**src/rtl/fft_pkg.sv**
```systemverilog
// Shared FFT definitions: frame geometry, complex sample type, bit-reversal helper.
package fft_pkg;

  localparam int unsigned FFT_N_LOG2 = 4;
  localparam int unsigned FFT_N      = 1 << FFT_N_LOG2;
  localparam int unsigned FFT_WIDTH  = 16;

  typedef struct packed {
    logic signed [FFT_WIDTH-1:0] re;
    logic signed [FFT_WIDTH-1:0] im;
  } cplx_t;

  // Mirror the low n bits of x; bits at and above n are returned as zero.
  function automatic logic [31:0] bitrev(input logic [31:0] x, input int unsigned n);
    logic [31:0] r;
    r = '0;
    for (int unsigned i = 0; i < 32; i++) begin
      if (i < n) r[n - 1 - i] = x[i];
    end
    return r;
  endfunction

endpackage

```
**src/rtl/fft_reorder_bank.sv**
```systemverilog
// One frame store: flop array with synchronous write, combinational read and a full flag.
module fft_reorder_bank #(
  parameter int unsigned AW = 4,
  parameter int unsigned DW = 32
) (
  input  logic          clk,
  input  logic          reset,
  input  logic          wr_en,
  input  logic [AW-1:0] wr_addr,
  input  logic [DW-1:0] wr_data,
  input  logic [AW-1:0] rd_addr,
  output logic [DW-1:0] rd_data,
  input  logic          set_full,
  input  logic          clr_full,
  output logic          full
);

  localparam int unsigned DEPTH = 1 << AW;

  logic [DW-1:0] mem [DEPTH];

  // Sample storage; contents are qualified by the full flag so no reset is needed.
  always_ff @(posedge clk) begin
    if (wr_en) mem[wr_addr] <= wr_data;
  end

  assign rd_data = mem[rd_addr];

  // Full flag: set by the final write of a frame, cleared by its final read.
  always_ff @(posedge clk or negedge reset) begin
    if (!reset)        full <= 1'b0;
    else if (set_full) full <= 1'b1;
    else if (clr_full) full <= 1'b0;
  end

endmodule

```
**src/rtl/fft_reorder_buffer.sv**
```systemverilog
// Ping-pong reorder buffer: bit-reversed FFT frames in, natural-order frames out.
// Optional macro FFT_REORDER_LAST_EN adds out_last marking bin N-1 of each frame.
module fft_reorder_buffer
  import fft_pkg::*;
#(
  parameter int unsigned N_LOG2 = FFT_N_LOG2,
  parameter int unsigned WIDTH  = FFT_WIDTH
) (
  input  logic                    clk,
  input  logic                    reset,
  input  logic                    in_push,
  input  logic signed [WIDTH-1:0] in_real,
  input  logic signed [WIDTH-1:0] in_imag,
  output logic                    in_stall,
  output logic                    out_push,
  output logic signed [WIDTH-1:0] out_real,
  output logic signed [WIDTH-1:0] out_imag,
`ifdef FFT_REORDER_LAST_EN
  output logic                    out_last,
`endif
  input  logic                    out_stall
);

  localparam int unsigned N  = 1 << N_LOG2;
  localparam int unsigned DW = 2 * WIDTH;
  localparam logic [N_LOG2-1:0] LAST = N_LOG2'(N - 1);

  logic              wr_bank;
  logic              rd_bank;
  logic [N_LOG2-1:0] wr_cnt;
  logic [N_LOG2-1:0] rd_cnt;
  logic [N_LOG2-1:0] wr_addr;
  logic [1:0]        full;
  logic [1:0]        wr_en;
  logic [1:0]        set_full;
  logic [1:0]        clr_full;
  logic [DW-1:0]     rd_data [2];
  logic              in_xfer;
  logic              out_xfer;

  assign in_stall = full[wr_bank];
  assign out_push = full[rd_bank];
  assign in_xfer  = in_push & ~in_stall;
  assign out_xfer = out_push & ~out_stall;
  assign wr_addr  = N_LOG2'(bitrev(32'(wr_cnt), N_LOG2));

  assign {out_real, out_imag} = rd_data[rd_bank];

`ifdef FFT_REORDER_LAST_EN
  assign out_last = out_push & (rd_cnt == LAST);
`endif

  // Steer write enables and flag updates to the bank each pointer selects.
  always_comb begin
    wr_en    = '0;
    set_full = '0;
    clr_full = '0;
    wr_en[wr_bank]    = in_xfer;
    set_full[wr_bank] = in_xfer & (wr_cnt == LAST);
    clr_full[rd_bank] = out_xfer & (rd_cnt == LAST);
  end

  for (genvar b = 0; b < 2; b++) begin : g_bank
    fft_reorder_bank #(
      .AW (N_LOG2),
      .DW (DW)
    ) u_bank (
      .clk      (clk),
      .reset    (reset),
      .wr_en    (wr_en[b]),
      .wr_addr  (wr_addr),
      .wr_data  ({in_real, in_imag}),
      .rd_addr  (rd_cnt),
      .rd_data  (rd_data[b]),
      .set_full (set_full[b]),
      .clr_full (clr_full[b]),
      .full     (full[b])
    );
  end

  // Write-side counter and bank pointer; the counter wraps naturally at N.
  always_ff @(posedge clk or negedge reset) begin
    if (!reset) begin
      wr_cnt  <= '0;
      wr_bank <= 1'b0;
    end else if (in_xfer) begin
      wr_cnt <= wr_cnt + N_LOG2'(1);
      if (wr_cnt == LAST) wr_bank <= ~wr_bank;
    end
  end

  // Read-side counter and bank pointer.
  always_ff @(posedge clk or negedge reset) begin
    if (!reset) begin
      rd_cnt  <= '0;
      rd_bank <= 1'b0;
    end else if (out_xfer) begin
      rd_cnt <= rd_cnt + N_LOG2'(1);
      if (rd_cnt == LAST) rd_bank <= ~rd_bank;
    end
  end

endmodule

```
**config.mk**
```make
export PLATFORM = sky130hd
export DESIGN_NAME = fft_reorder_buffer
export DESIGN_NICKNAME = d
export VERILOG_FILES = /design/src/rtl/fft_pkg.sv /design/src/rtl/fft_reorder_bank.sv /design/src/rtl/fft_reorder_buffer.sv
export SDC_FILE = /design/constraint.sdc
export NUM_CORES = 1
export LEC_CHECK = 0
export CELL_PAD_IN_SITES_DETAIL_PLACEMENT = 1
export CELL_PAD_IN_SITES_GLOBAL_PLACEMENT = 1
export CORE_MARGIN = 2
export CORE_UTILIZATION = 40
export DETAILED_ROUTE_END_ITERATION = 7
export GPL_TIMING_DRIVEN = 1
export PLACE_DENSITY = 0.61
export SLEW_MARGIN = 20
export SYNTH_ARGS = -nofsm -noshare
export SYNTH_HDL_FRONTEND = slang
export SYNTH_HIERARCHICAL = 1
export SYNTH_SLANG_ARGS = --single-unit
```
**constraint.sdc**
```tcl
create_clock -name clk -period 5.25 [get_ports clk]
set_input_delay 1.3125 -clock clk [delete_from_list [all_inputs] [get_ports clk]]
set_output_delay 1.3125 -clock clk [all_outputs]
set_load 0.005 [all_outputs]
```
==> results.txt <==
status - complete, no violations
Max Cap Viol - 0
antenna diode count - 0
Worst Setup Path Type - flop to output port
drt via density - 5.75
Worst Setup Start Kind - flop
crit path max fanout - 43
Crit path required time - 3.94 ns
worst clock skew - 0.0395 ns
Worst slew margin - 27.4%
GP Congestion - 0.722
Hold-fix buffers, CTS - 0
floorplan die width - 318 um
pwr dens - 531 mW/mm2
floorplan row count - 115
grt ovf - 0
Worst path slowest cell - dfrtp_4
height of the die - 318 um
Synth cell types - 33
final setup TNS - 0 ns
Peak Freq - 202 MHz
post-cts resize count - 0
WP data arrival - 3.64 ns
htree depth - 3
Setup Fix Bufs, Post-CTS - 0
Synth top area share - 78.1%
clk buf depth - 3
Worst Tran Pin Value - 1.09 ns
total core area - 0.0980 mm2
YS warnings - 6
Final Power - 24.2 mW
final hold violation count - 0
Vias - 18555
CP endpoint kind - output port
hpwl dp - 54800 um
Mapped Cells - 1699
Routed WL - 102000 um
Final #Nets - 1897
drt pass-1 iters - 5
vias in the first global route - 20054
period utilization - 94.2%
Final Util - 46.5%
Final Max Slew Viols - 0
Worst path max stage delay - 0.78 ns
number of port buffers - 69
Seq cells post-synth - 1036
TritonCTS clock tree - yes
# IOs - 70
worst vdd ir - 0.000333 V
share of layout cells above drive strength 1 - 29.7%
Layout area overhead - 15.6%
first-pass GRT wire length - 147000 um
DRT iter0 DRCs - 2043
# fillers - 8719
clock sinks - 1036
Hold Slack - 0.597 ns
Reg clk slew, reported paths - 0.05 ns
RSZ-0062 raised after global routing - false
drt wl/cell - 31.5 um
delay-heaviest family, CP - multiplexers
crit path buf inv count - 2
Syn Std Cell Area - 0.0394 mm2
initial antenna violation count - 8
Final ANT Viol Nets - 0
Final setup viols - 0
Tmin final - 4.95 ns
Avg Synthesized Cell Area - 23.2 um2
effective utilization at floorplan - 40.2%
post-synthesis sequential area ratio - 78.8%
dominant cells by area after synthesis - edfxtp_1, mux4_2, a22oi_1, mux2_2, dfrtp_1
crit path cell chain - buf_12 -> mux4_2 -> a22oi_1 -> nand2_1 -> mux2_2 -> clkdlybuf4s50_1
Synthesized Nets - 1737
largest net degree at the start of global routing - 57
post-synth top area cell - edfxtp_1
Die ar. - 0.101 mm2
Root Buffer - clkbuf_16
Clock Latency Late Sink - 0.68 ns
leak pwr - 14.2 nW
worst min-delay path class - flop to flop
GRT Overall Usage - 20.4%
TritonCTS buffer count - 107
Residual DRC - 0
-- power breakdown --
part	internal, mW	switching, mW
Clock	4.08	3.09
Sequential	9.51	0.351
Combinational	3.35	3.79
Total	16.9	7.23
-- Yosys cell counts, drive strengths merged --
| master | number |
|---|---|
| a21o | 2 |
| a22oi | 128 |
| and2 | 4 |
| buf | 42 |
| clkbuf | 48 |
| dfrtp | 12 |
| edfxtp | 1024 |
| ha | 2 |
| inv | 4 |
| mux2 | 34 |
| mux2i | 2 |
| mux4 | 256 |
| nand2 | 68 |
| nand2b | 4 |
| nand3 | 5 |
| nand3b | 4 |
| nand4 | 2 |
| nor2 | 30 |
| nor2b | 4 |
| nor3 | 11 |
| nor3b | 2 |
| nor4 | 1 |
| or3b | 2 |
| xnor2 | 2 |
| xor2 | 6 |
-- cell usage in the layout (no fill, tap or decap), types with 20 or more instances in the layout --
cell             Yosys  final
a22oi_1            128    128
buf_12               0     23
buf_2               19     20
buf_4               18     49
clkbuf_1            48     23
clkbuf_16            0    109
clkdlybuf4s50_1      0     49
clkinv_1             0     24
clkinv_2             0     23
edfxtp_1          1024   1024
mux2_2              33     33
mux4_2             256    256
nand2_1             68     68
nor2_4               0     26
-- area by class of cell --
cell class | instances | area (um2) | area share (%)
Inverter | 4 | 15.0 | 0.0330
Clock inverter | 59 | 465 | 1.02
Multi-Input combinational cell | 569 | 8150 | 17.9
Clock buffer | 132 | 2810 | 6.18
Timing Repair Buffer | 141 | 1420 | 3.12
Sequential cell | 1036 | 31100 | 68.2
Tap cell | 1287 | 1610 | 3.54
-- per-stage QoR --
step,instance area [um2],std cells,setup slack [ns]
after floorplan,39400,1699,0.446
after global placement,42300,3037,0.921
after detailed placement,42300,3037,0.934
after CTS,45600,3228,0.209
after global routing,45500,3228,0.0807
final,45500,3228,0.302
-- state kept, by name, summed over array words and instances, names as in the netlist --
register / flops
wr_cnt: 4
rd_bank: 1
rd_cnt: 4
g_bank.u_bank/mem: 1024
g_bank.u_bank/full: 2
wr_bank: 1
-- kinds of logic (layout without fill, tap and decap cells) --
logic type | count (synthesis) | after routing | share of synthesized area [%]
muxes | 292 | 292 | 15.7
and+or+nand+nor | 137 | 137 | 1.58
adders and majority gates | 2 | 2 | 0.0635
buffers and inverters | 94 | 336 | 1.15
xor gates and xnor gates | 8 | 8 | 0.178
DFF | 1036 | 1036 | 78.8
AOI/OAI and AO/OA | 130 | 130 | 2.48
-- layer usage --
metal | global-route usage (%) | up-vias | wire, um
li1 | - | 7583 | -
met3 | 3.43 | 131 | 5770
met2 | 33.6 | 583 | 50300
met4 | 4.43 | 4 | 1780
met1 | 28.7 | 10254 | 44000
met5 | 0 | - | 27
-- path summary, 6_finish.rpt --
path | startpoint | cells after the start | slack, ns | endpoint
worst min-delay path | g_bank[0].u_bank/full | 1 | 0.60 | g_bank[0].u_bank/full
max in group asynchronous | reset | 1 | 3.75 | rd_cnt[1]
min in group asynchronous | reset | 1 | 1.03 | wr_cnt[0]
worst min register to register | g_bank[0].u_bank/full | 1 | 0.60 | g_bank[0].u_bank/full
worst max-delay path | rd_cnt[0] | 6 | 0.30 | out_real[12]
worst max register to register | wr_bank | 4 | 2.42 | g_bank[0].u_bank/mem[13][4]
(Power assumes the default switching activity.)
